==> src/rtl/ps2_key_decoder.sv <==
// PS/2 keyboard receiver: oversampled frame capture, make/break/extended decode,
// and held/press/release tracking for a configurable set of scan codes.
module ps2_key_decoder #(
  parameter int                    NUM_KEYS       = 4,
  parameter logic [NUM_KEYS*8-1:0] KEY_CODES      = 32'h5A_75_76_29,
  parameter logic [NUM_KEYS-1:0]   KEY_EXT        = 4'b0100,
  parameter int                    SYNC_STAGES    = 2,
  parameter int                    TIMEOUT_CYCLES = 50000
) (
  input  logic                clk,
  input  logic                rst,
  input  logic                PS2_clk,
  input  logic                PS2_data,
  output logic [NUM_KEYS-1:0] key_held,
  output logic [NUM_KEYS-1:0] key_press,
  output logic [NUM_KEYS-1:0] key_release,
  output logic [7:0]          scan_code,
  output logic                scan_valid,
  output logic                frame_error
);

  localparam int            TW     = $clog2(TIMEOUT_CYCLES + 1);
  localparam logic [TW-1:0] TO_MAX = TW'(TIMEOUT_CYCLES - 1);

  localparam logic [1:0] ST_IDLE   = 2'd0;
  localparam logic [1:0] ST_DATA   = 2'd1;
  localparam logic [1:0] ST_PARITY = 2'd2;
  localparam logic [1:0] ST_STOP   = 2'd3;

  localparam logic [7:0] CODE_EXT = 8'hE0;
  localparam logic [7:0] CODE_BRK = 8'hF0;

  function automatic logic odd_parity_ok(input logic [7:0] d, input logic p);
    return ^{d, p};
  endfunction

  logic [SYNC_STAGES-1:0] clk_sync;
  logic [SYNC_STAGES-1:0] data_sync;
  logic                   clk_prev;
  logic                   clk_s;
  logic                   data_s;
  logic                   fall;

  logic [1:0]    state;
  logic [2:0]    bit_cnt;
  logic [7:0]    shift_p0;
  logic          par_p0;
  logic [TW-1:0] to_cnt;

  logic                ext;
  logic                brk;
  logic [NUM_KEYS-1:0] match;

  assign clk_s  = clk_sync[SYNC_STAGES-1];
  assign data_s = data_sync[SYNC_STAGES-1];
  assign fall   = clk_prev & ~clk_s;

  // Synchroniser stage: idle-high lines reset to 1 so release never fakes an edge
  always_ff @(posedge clk or posedge rst) begin
    if (rst) begin
      clk_sync  <= '1;
      data_sync <= '1;
      clk_prev  <= 1'b1;
    end else begin
      clk_sync  <= {clk_sync[SYNC_STAGES-2:0], PS2_clk};
      data_sync <= {data_sync[SYNC_STAGES-2:0], PS2_data};
      clk_prev  <= clk_s;
    end
  end

  // Frame stage: shift, validate, publish byte at T+1
  always_ff @(posedge clk or posedge rst) begin
    if (rst) begin
      state       <= ST_IDLE;
      bit_cnt     <= '0;
      shift_p0    <= '0;
      par_p0      <= 1'b0;
      to_cnt      <= '0;
      scan_code   <= '0;
      scan_valid  <= 1'b0;
      frame_error <= 1'b0;
    end else begin
      scan_valid  <= 1'b0;
      frame_error <= 1'b0;
      if (fall) begin
        to_cnt <= '0;
        case (state)
          ST_IDLE: begin
            if (!data_s) begin
              state   <= ST_DATA;
              bit_cnt <= '0;
            end
          end
          ST_DATA: begin
            shift_p0 <= {data_s, shift_p0[7:1]};
            bit_cnt  <= bit_cnt + 3'd1;
            if (bit_cnt == 3'd7) state <= ST_PARITY;
          end
          ST_PARITY: begin
            par_p0 <= data_s;
            state  <= ST_STOP;
          end
          default: begin
            state <= ST_IDLE;
            if (data_s && odd_parity_ok(shift_p0, par_p0)) begin
              scan_code  <= shift_p0;
              scan_valid <= 1'b1;
            end else begin
              frame_error <= 1'b1;
            end
          end
        endcase
      end else if (state == ST_IDLE) begin
        to_cnt <= '0;
      end else if (to_cnt == TO_MAX) begin
        state       <= ST_IDLE;
        to_cnt      <= '0;
        frame_error <= 1'b1;
      end else begin
        to_cnt <= to_cnt + 1'b1;
      end
    end
  end

  always_comb begin
    match = '0;
    for (int i = 0; i < NUM_KEYS; i++) begin
      match[i] = (KEY_CODES[8*i +: 8] == scan_code) && (KEY_EXT[i] == ext);
    end
  end

  // Key stage: prefix flags and per-key state, registered at T+2
  always_ff @(posedge clk or posedge rst) begin
    if (rst) begin
      ext         <= 1'b0;
      brk         <= 1'b0;
      key_held    <= '0;
      key_press   <= '0;
      key_release <= '0;
    end else begin
      key_press   <= '0;
      key_release <= '0;
      if (scan_valid) begin
        if (scan_code == CODE_EXT) begin
          ext <= 1'b1;
        end else if (scan_code == CODE_BRK) begin
          brk <= 1'b1;
        end else begin
          for (int i = 0; i < NUM_KEYS; i++) begin
            if (match[i]) begin
              if (brk) begin
                key_held[i]    <= 1'b0;
                key_release[i] <= key_held[i];
              end else if (!key_held[i]) begin
                key_held[i]  <= 1'b1;
                key_press[i] <= 1'b1;
              end
            end
          end
          brk <= 1'b0;
          ext <= 1'b0;
        end
      end
    end
  end

endmodule

==> config.mk <==
export PLATFORM = sky130hd
export DESIGN_NAME = ps2_key_decoder
export DESIGN_NICKNAME = d
export VERILOG_FILES = /design/src/rtl/ps2_key_decoder.sv
export SDC_FILE = /design/constraint.sdc
export NUM_CORES = 1
export LEC_CHECK = 0
export ABC_CLOCK_PERIOD_IN_PS = 2300
export CORE_MARGIN = 5
export CORE_UTILIZATION = 45
export CTS_CLUSTER_SIZE = 40
export DETAILED_ROUTE_END_ITERATION = 8
export PLACE_DENSITY = 0.65
export SETUP_SLACK_MARGIN = 0.3
export SLEW_MARGIN = 30
export SYNTH_ARGS = -nofsm -noshare
export SYNTH_HDL_FRONTEND = slang
export SYNTH_SLANG_ARGS = --single-unit
==> constraint.sdc <==
create_clock -name clk -period 2.3 [get_ports clk]
set_input_delay 0.46 -clock clk [delete_from_list [all_inputs] [get_ports clk]]
set_output_delay 0.46 -clock clk [all_outputs]
set_load 0.01 [all_outputs]
==> flow_metrics.tcl <==
set metrics [dict create \
    ant_nets 0 \
    path_buf_inv 0 \
    layout_commonest_cell "dfrtp_1" \
    synth_compound_area_share_pct 4.993 \
    cts_made_buffers 9 \
    coreArea_um2 5540 \
    crit_chain "xnor2_1 -> xnor3_1 -> xnor2_2 -> nand4_4 -> mux2_2" \
    fin_skew_ps 7.549 \
    first_pass_iters 4 \
    post-route-period-util_pct 83.22 \
    period_needed_ps 1914 \
    synth-xor-area-share_pct 7.950 \
    cts_sinks 59 \
    post-cts-setup-buffer-count 0 \
    clkLatencyLatePin_ps 330 \
    die-area_um2 7350 \
    cts_root_buffer "clkbuf_8" \
    yosys.area_share.simple_pct 16.53 \
    ys_ff_latch 59 \
    wl_mm 4.127 \
    synth_mux_area_share_pct 7.804 \
    synth_fa_ha_area_share_pct 3.393 \
    relSlewSlack_pct 69.29 \
    overflow 0 \
    place_area_um2 2945 \
    worstPathArrival_ps 2130 \
    area_delta_synth_final_pct 21.43 \
    clkTransAtPathRegs_ps 60 \
    vias 1600 \
    grt_pass1_wl_mm 7.403 \
    swShare_pct 28.51 \
    synth_top_family_by_area "simple AND/OR/NAND/NOR gates" \
    ir_drop_uv 615.4 \
    worstPathRequired_ps 2520 \
    power_density_nw_per_um2 946.4 \
    startpoint_type "register" \
    io_buffers 25 \
    core.rowCount 27 \
    start_util_pct 46.59 \
    cpLargestDelayFamily "XOR/XNOR gates" \
    postCtsHoldBufs 0 \
    hpwl_mm 2.878 \
    p_leak_nw 1.430 \
    cp-end-kind "register" \
    wire_per_inst_um 12.54 \
    h-tree-depth 3 \
    combinationalPowerShare_pct 25.2 \
    grt_pass1_vias 1577 \
    p_clk_share_pct 30.1 \
    power.total_mw 2.966 \
    clockBufferDepth 2 \
    synth_nets 227 \
    switchingPower_mw 0.8456 \
    drv_slew 0 \
    yosysWarningCount 0 \
    cts_resized 0 \
    layout_common_cells "dfrtp_1, nor2_1, clkdlybuf4s50_1" \
    slowest_stage "xnor3_1" \
    fin_setup_tns_ps 0 \
    power.internal_mw 2.121 \
    drc 0 \
    gp_congestion 0.7444 \
    timing.fmax_mhz 522.4 \
    nets 263 \
    antenna_found_initial 0 \
    critPathKind "reg2reg" \
    drive_gt1_share_pct 17.12 \
    syn-instance-count 216 \
    fin_cells 329 \
    critical_path.max_fanout 9 \
    max_stage_delay_ps 450 \
    grt_max_degree 60 \
    hold_path_class "reg2reg" \
    viasPerCell 4.863 \
    setup_viol 0 \
    drt-initial-drc-count 88 \
    hold_violations 0 \
    seq_area_frac_synth_pct 57.44 \
    status "finished clean" \
    track_usage_pct 13.35 \
    n_antenna_cell 0 \
    die_y_um 85.74 \
    rsz0062_at_grt "no" \
    die_w_um 85.74 \
    place_inst 313 \
    seqPwrFrac_pct 44.7 \
    synth_cell_types 36 \
    ios 26 \
    rrSetupSlack_ps 390 \
    syn_avg_cell_area_um2 11.95 \
    cap_violations 0 \
    cts_tree "yes" \
    stdcell_area_um2 3134 \
    netlist_area_um2 2581 \
    tightest_slew_ps 457.1 \
]
==> final cells by class <==
cell class,count,area (um^2)
tap,72,90.09
multi-input combinational,144,1050
timing repair buffer,28,285.3
inverter,10,37.54
fill,482,2406
sequential,59,1483
clock inverter,3,40.04
clock buffer,13,148.9
==> synthesized netlist by cell type (all sizes together) <==
master / count / share of area (%)
dfrtp: 54 / 52
nor2: 26 / 3.8
mux2: 17 / 7.4
nand2: 15 / 2.2
xnor2: 12 / 4.4
inv: 10 / 1.5
o21ai: 9 / 1.7
xor2: 8 / 2.7
ha: 7 / 3.4
and3: 6 / 1.5
dfstp: 5 / 5.1
nand4: 5 / 1.8
nand3: 4 / 0.78
nor3: 4 / 0.78
a21oi: 3 / 0.58
clkbuf: 3 / 0.44
nor3b: 3 / 0.87
nor4b: 3 / 1.0
nor4bb: 3 / 1.2
a31oi: 2 / 0.48
a32o: 2 / 0.78
nand2b: 2 / 0.48
nand4b: 2 / 0.68
a21bo: 1 / 0.39
a22o: 1 / 0.34
and4b: 1 / 0.39
mux2i: 1 / 0.39
nand3b: 1 / 0.29
nor2b: 1 / 0.24
o211a: 1 / 0.39
o211ai: 1 / 0.29
or2: 1 / 0.24
or4b: 1 / 0.39
xnor3: 1 / 0.87
==> cell families (layout without fill, tap and decap cells) <==
logic type,after synthesis,after routing
AOI/OAI and AO/OA,20,20
xor gates and xnor gates,21,21
adders and majority gates,7,7
buffers and inverters,13,54
DFF,59,59
muxes,18,18
and+or+nand+nor,78,78
==> worst paths after layout <==
path	from	to	cells after the start
worst max-delay path	shift_p0[3]	scan_code[5]	5
worst min-delay path	clk_sync[0]	clk_sync[1]	0
worst max register to register	shift_p0[3]	scan_code[5]	5
worst min register to register	clk_sync[0]	clk_sync[1]	0
max in group asynchronous	rst	clk_sync[0]	3
min in group asynchronous	rst	to_cnt[15]	3
==> routing by layer <==
layer,vias up,part of all wire (%),global-route usage [%]
li1,818,-,-
met2,33,45,19.49
met1,742,48,16.79
met3,7,5.6,6.052
met5,-,0,0
met4,0,2.0,6.475
==> power by group through the flow <==
stage | Sequential [mW] | Combinational, mW | Clock (mW)
floorplan | 1.32 | 0.601 | 0
global route | 1.35 | 0.826 | 0.995
detailed placement | 1.34 | 0.761 | 0
CTS | 1.33 | 0.765 | 0.931
finish | 1.33 | 0.748 | 0.892
global placement | 1.34 | 0.745 | 0
==> through the flow <==
stage               hold WS [ps]  setup WS [ps]  utilization (%)
floorplan                  345.2          391.9                -
global placement           345.6          403.8            53.16
detailed placement         349.1          380.4            53.16
CTS                        357.9          364.2            56.57
global route               365.1          308.0            56.57
finish                     356.0          385.8            56.57
==> registers in the layout, summed over array words and instances (netlist names) <==
name         cells
bit_cnt          3
brk              1
clk_prev         1
clk_sync         2
data_sync        2
ext              1
frame_error      1
key_held         4
key_press        4
key_release      4
par_p0           1
scan_code        8
scan_valid       1
shift_p0         8
state            2
to_cnt          16
Note: power is estimated with default switching activity, not from simulation.
